==> src/rtl/l4_datapath.sv <==
// l4 multi-cycle processor datapath: pc, IL, 8-entry register file, A/G, adder/subtractor and display on one shared bus.
// Optional macro L4_BUS_CHECK_EN builds a sticky bus-contention flag; otherwise bus_err is tied low.
module l4_datapath #(
  parameter int DATA_W = 8,
  parameter int PC_W   = 5
) (
  input  logic              clk,
  input  logic              reset,
  input  logic              _Extern,
  input  logic              Gout,
  input  logic              Iout,
  input  logic              Ain,
  input  logic              Gin,
  input  logic              DPin,
  input  logic              RdX,
  input  logic              RdY,
  input  logic              WrX,
  input  logic              add_sub,
  input  logic              pc_en,
  input  logic              ILin,
  input  logic [8:0]        instr_in,
  input  logic [DATA_W-1:0] data_in,
  output logic [PC_W-1:0]   pc,
  output logic [2:0]        operation,
  output logic [DATA_W-1:0] disp,
  output logic [DATA_W-1:0] bus,
  output logic              bus_err
);

  logic [8:0]        il;
  logic [DATA_W-1:0] a, g, alu, imm;
  logic [DATA_W-1:0] rf [8];
  logic [2:0]        x_sel, y_sel;

  assign x_sel = il[5:3];
  assign y_sel = il[2:0];
  assign imm   = DATA_W'(il[2:0]);

  // State machine numbers its opcode port [0:2], so IL[8] lands on bit 0.
  assign operation = {il[6], il[7], il[8]};

  always_comb begin
    bus = '0;
    if (_Extern)   bus = data_in;
    else if (Gout) bus = g;
    else if (Iout) bus = imm;
    else if (RdX)  bus = rf[x_sel];
    else if (RdY)  bus = rf[y_sel];
  end

  assign alu = add_sub ? (a - bus) : (a + bus);

  always_ff @(posedge clk or posedge reset) begin
    if (reset) begin
      pc   <= '0;
      il   <= '0;
      a    <= '0;
      g    <= '0;
      disp <= '0;
      for (int i = 0; i < 8; i++) rf[i] <= '0;
    end else begin
      if (pc_en) pc   <= pc + 1'b1;
      if (ILin)  il   <= instr_in;
      if (Ain)   a    <= bus;
      if (Gin)   g    <= alu;
      if (DPin)  disp <= bus;
      if (WrX)   rf[x_sel] <= bus;
    end
  end

`ifdef L4_BUS_CHECK_EN
  logic [2:0] src_cnt;
  assign src_cnt = 3'(_Extern) + 3'(Gout) + 3'(Iout) + 3'(RdX) + 3'(RdY);

  always_ff @(posedge clk or posedge reset) begin
    if (reset)              bus_err <= 1'b0;
    else if (src_cnt >= 3'd2) bus_err <= 1'b1;
  end
`else
  assign bus_err = 1'b0;
`endif

endmodule

==> config.mk <==
export PLATFORM = sky130hd
export DESIGN_NAME = l4_datapath
export DESIGN_NICKNAME = d
export VERILOG_FILES = /design/src/rtl/l4_datapath.sv
export SDC_FILE = /design/constraint.sdc
export NUM_CORES = 1
export LEC_CHECK = 0
export BUFFER_PORTS_ARGS = -buffer_cell sky130_fd_sc_hd__buf_2
export CAP_MARGIN = 25
export CORE_MARGIN = 4
export CORE_UTILIZATION = 45
export CTS_CLUSTER_DIAMETER = 40
export DETAILED_ROUTE_END_ITERATION = 8
export GPL_ROUTABILITY_DRIVEN = 0
export PLACE_DENSITY = 0.74
export SYNTH_ARGS = -nofsm -noshare
export SYNTH_HDL_FRONTEND = slang
export SYNTH_SLANG_ARGS = --single-unit
==> constraint.sdc <==
create_clock -name clk -period 4.4 [get_ports clk]
set_clock_uncertainty 0.15 [all_clocks]
set_input_delay 0.22 -clock clk [delete_from_list [all_inputs] [get_ports clk]]
set_output_delay 0.22 -clock clk [all_outputs]
set_load 0.01 [all_outputs]
# ---- Word-level counts from Yosys, hierarchy flattened
# Cells that the tools add are included.
dict set report word_totals {
  ff_bits 102
  inputBits 31
}
dict set report classes {
  addsub 3
  order_cmp 3
  mux 15
  n_bitwise 2
  reduce_logical 1
}
# operator count
set ops {}
lappend ops {{8-bit two-way mux} 11}
lappend ops {{64-bit bitwise mux} 1}
lappend ops {{8-bit binary-select mux with 3-bit select} 2}
lappend ops {{8-bit demux with 3-bit select} 1}
lappend ops {{8-bit adder} 1}
lappend ops {{4-bit greater-or-equal comparator (second input constant)} 2}
lappend ops {{3-bit inverter with 4-bit output} 2}
lappend ops {{8-bit subtractor} 1}
lappend ops {{5-bit by 1-bit adder with 5-bit output (second input constant)} 1}
lappend ops {{4-bit by 1-bit < comparator with 1-bit output (second input constant)} 1}
lappend ops {{1-bit logical AND} 1}

# ---- Logic depth before layout (Yosys ltp)
dict set report depth {
  depth_word 11
  mapped_depth 17
}

# ---- Worst setup path before layout
# No wires, ideal clock.
dict set report synth_path {
  path_type {register to register}
  startpoint {register il[4]}
  endpoint {register g[7]}
  t_arrival_ns 3.887
  slack_ns 0.273
  stages_incl_launch_ff 17
  period_less_slack_ns 4.127
  cell_sequence {dfrtp_1 -> buf_2 -> mux4_2 -> mux2_2 -> nand2_1 -> a31o_2 -> clkbuf_1 -> ha_1 -> mux2i_1 -> ha_1 -> nor2b_1 -> o21ai_0 -> a21oi_1 -> o41ai_1 -> xnor3_1 -> a2111o_1 -> o221ai_1}
}
dict set report synth_between {
  elab_chain_len 10
}
# element line
set synth_lines {}
lappend synth_lines {{start: declaration} 30} ;# logic [8:0] il;
lappend synth_lines {{start signal: assignment} 63} ;# if (ILin) il <= instr_in;
lappend synth_lines {{3-bit inverter with 4-bit output (implied by the code) (*)} 47} ;# else if (RdX) bus = rf[x_sel];
lappend synth_lines {{8-bit binary-select mux with 3-bit select (*)} 47}
lappend synth_lines {{8-bit two-way mux (implied by the code) (*) (2 in a row)} 47}
lappend synth_lines {{8-bit two-way mux (*)} 47}
lappend synth_lines {{8-bit two-way mux (*)} 46} ;# else if (Iout) bus = imm;
lappend synth_lines {{8-bit two-way mux (*)} 45} ;# else if (Gout) bus = g;
lappend synth_lines {{8-bit two-way mux (*)} 44} ;# if (_Extern) bus = data_in;
lappend synth_lines {{8-bit adder / 8-bit subtractor (equally long branches)} 51} ;# assign alu = add_sub ? (a - bus) : (a + bus);
lappend synth_lines {{8-bit two-way mux (*)} 51}
lappend synth_lines {{end signal: assignment} 65} ;# if (Gin) g <= alu;
lappend synth_lines {{end: declaration} 31} ;# logic [DATA_W-1:0] a, g, alu, imm;
# Every way passes the cells marked *; elsewhere a longest branch is shown, timed or not. The select of a mux whose other input is x is not followed.
# A chain may end at the register's enable or synchronous reset.

# ---- Final worst setup path
dict set report layout_path {
  startpoint {register il[1]}
  endpoint {register g[7]}
}
dict set report layout_between {
  elab_chain_len 11
}
# element line
set layout_lines {}
lappend layout_lines {{3-bit inverter with 4-bit output (implied by the code)} 48} ;# else if (RdY) bus = rf[y_sel];
lappend layout_lines {{8-bit binary-select mux with 3-bit select} 48}
lappend layout_lines {{8-bit two-way mux (implied by the code) (2 in a row)} 48}
lappend layout_lines {{8-bit two-way mux} 48}
lappend layout_lines {{8-bit two-way mux} 47}
lappend layout_lines {{8-bit two-way mux (*)} 46}
lappend layout_lines {{8-bit two-way mux (*)} 45}
lappend layout_lines {{8-bit two-way mux (*)} 44}
lappend layout_lines {{8-bit adder / 8-bit subtractor (equally long branches)} 51}
lappend layout_lines {{8-bit two-way mux (*)} 51}
# Marked as above.

==> flow_metrics.py <==
metrics = {
    "status": {
        "status": "complete, no violations",
    },
    "cts": {
        "cts_buffer_depth": 2,
        "cts_tree": "yes",
        "cts_buffers": 9,
        "clk_pin_slew_ps": 70,
        "clock_latency_ps": 350,
        "cts.sinks": 102,
        "postCtsSetupRepairBufs": 0,
        "cts.htree.levels": 3,
        "cts_root_buf": "clkbuf_16",
    },
    "flow_run": {
        "maxCapViolations": 0,
    },
    "synth": {
        "synth_top_family_by_area": "multiplexers",
        "syn_inst": 504,
        "synthMuxAreaShare_pct": 18.96,
        "synthesis.nets": 545,
        "synthArstFlopShare_pct": 100.0,
        "ys_types": 43,
        "yosys_warnings": 0,
        "synthTopCellsByArea": "dfrtp_1, mux4_2, o21ai_0, nand2_1, mux2_2",
        "yosys.area_share.xor_xnor_pct": 2.701,
        "synth.avg_cell_area_um2": 10.66,
        "yosys.area.top_type_share_pct": 47.51,
        "ys_ff_latch": 102,
        "yosys_most_used_dff": "dfrtp_1",
        "synth_fa_ha_area_share_pct": 2.469,
        "syn_area_um2": 5373,
        "synth_edf_count": 0,
        "yosysSeqAreaShare_pct": 47.51,
        "yosys.area_share.simple_pct": 11.64,
        "synth_top_area_cell": "dfrtp_1",
        "synth_compound_area_share_pct": 12.37,
    },
    "sta": {
        "setup-violations-final": 0,
        "setup_tns_ps": 0,
        "slew_headroom_pct": 44.00,
        "fmax_ghz": 0.2455,
        "worst_slew_pin_slew_ps": 840.1,
        "period_share_pct": 92.56,
        "hold_violations": 0,
        "slew_violations": 0,
        "rsz0062_at_grt": "no",
        "fin_crit_ps": 4073,
    },
    "floorplan": {
        "initial_core_util_pct": 46.46,
        "die_y_um": 117.3,
        "core_um2": 11560,
        "dieWidth_um": 117.3,
        "dieArea_um2": 13750,
        "design.portCount": 56,
        "rows": 39,
    },
    "routing": {
        "via_per_inst": 5.786,
        "vias": 4085,
        "routedWlPerCell_um": 19.00,
        "drtIter0Drc": 442,
        "drcViolationCount": 0,
        "routed_wl_um": 13410,
        "firstDrtPassIters": 5,
        "ant_nets": 0,
    },
    "layout": {
        "finalNonFillerCells": 706,
        "layout.nets": 599,
        "antenna-diode-count": 0,
        "layout_commonest_cell": "dfrtp_1",
        "final_cell_mix": "dfrtp_1, nand2_1, o21ai_0, buf_2, nor2_1",
        "syn_to_final_growth_pct": 14.97,
        "final_layout_size_suffix_gt1_share_pct": 25.40,
    },
    "placement": {
        "port_buffers": 54,
        "dp.cells": 679,
        "dp_hpwl_um": 9621,
    },
    "global_routing": {
        "grt_overflow_total": 0,
        "grt_pass1_wl_um": 21310,
        "grt_usage_pct": 20.67,
        "grt_start_max_net_pins": 68,
        "grt_pass1_vias": 4067,
        "antenna_found_initial": 0,
    },
    "power": {
        "peakVddDrop_mv": 0.2333,
        "p_leak_nw": 2.769,
        "powerDensity_nw_per_um2": 529.9,
    },
    "critical_path": {
        "crit_type": "flip-flop to flip-flop",
        "cp_max_fo": 9,
        "cp-start-kind": "flip-flop",
        "worstPathArrival_ps": 4190,
        "cp_data_required_time_ps": 4510,
        "cp-end-kind": "flip-flop",
    },
    "hold_path": {
        "hp-class": "input port to flip-flop",
    },
}
## flip-flops by register name, indices dropped and copies added (netlist names)
signal / flops
disp: 8
il: 9
a: 8
g: 8
rf: 64
pc: 5
## final cells by class
cell class	instances	area, um^2
Fill cell	1001	5388
Multi-Input combinational cell	349	2595
Sequential cell	102	2556
Timing Repair Buffer	81	500.5
Clock buffer	13	270.3
Tap cell	143	178.9
Inverter	15	58.81
Clock inverter	3	17.52
## worst max-delay path, stage by stage, from the launching register on
cell      delay [ps]
dfrtp_2          500
buf_4            190
nor2b_1          140
a221oi_1         220
o21ai_0          120
a31o_2           270
ha_1             300
mux2i_1          240
ha_1             290
nor2b_1          130
o21ai_0          220
a21oi_1          130
o41ai_1          320
xnor3_1          290
a2111o_1         390
o221ai_1          70
## path summary, 6_finish.rpt
check,depth (start not counted),slack (ps),end,start
max,15,330,g[7]$_DFFE_PP0P_,il[1]$_DFFE_PP0P_
min,2,90,a[0]$_DFFE_PP0P_,Ain
max reg2reg,15,330,g[7]$_DFFE_PP0P_,il[1]$_DFFE_PP0P_
min reg2reg,1,320,pc[4]$_DFFE_PP0P_,pc[4]$_DFFE_PP0P_
max in group asynchronous,4,2640,rf[19]$_DFFE_PP0P_,reset
min in group asynchronous,3,420,pc[4]$_DFFE_PP0P_,reset
## timing repair
action	in CTS	in global routing
hold endpoints to repair	76	0
endpoints found under the setup margin	0	1
gates resized for setup	0	4
hold buffers	11	0
## power breakdown
| part | switching [mW] | internal, mW | total, mW |
|---|---|---|---|
| clock | 0.342 | 0.428 | 0.770 |
| sequential | 0.251 | 1.23 | 1.48 |
| combinational | 0.495 | 0.529 | 1.02 |
| total | 1.09 | 2.19 | 3.27 |
## cells by family (layout without fill, tap and decap cells)
kind of cell / count (synthesis) / after routing
AO/OA/AOI/OAI: 116 / 116
XOR/XNOR: 15 / 15
adder cells (fa/ha/maj): 10 / 10
buffers and inverters: 53 / 112
flip-flops: 102 / 102
multiplexers: 63 / 63
other: 1 / 1
AND/OR/NAND/NOR: 144 / 144
## Yosys cell counts (4+ instances only)
cell / number
buf_2: 7
nand3_1: 4
mux4_2: 29
nor2_1: 30
inv_1: 15
mux2_2: 20
a21oi_1: 26
nor3_1: 8
dfrtp_1: 102
nor2b_1: 11
buf_4: 4
clkbuf_1: 24
mux2i_1: 14
xnor2_1: 12
nand2_1: 77
o21ai_0: 70
ha_1: 9
## routing by layer
layer	vias up	part of all wire, %	GRT usage, %
met5	-	0	0
met3	45	6.6	4.833
li1	1882	-	-
met2	160	49	32.99
met4	0	4.0	9.862
met1	1998	41	26.69
## metrics by stage
step	worst slack (ps)	total power, mW	instance area (um^2)	hold slack, ps	utilization, %
floorplan	272.6	2.165	5373	161.0	-
global placement	403.9	2.438	5771	276.9	49.90
detailed placement	281.4	2.503	5771	292.3	49.90
CTS	267.5	3.280	6168	74.14	53.34
global route	73.48	3.476	6177	93.77	53.41
finish	327.2	3.273	6177	88.79	53.41
(Power assumes the default switching activity.)
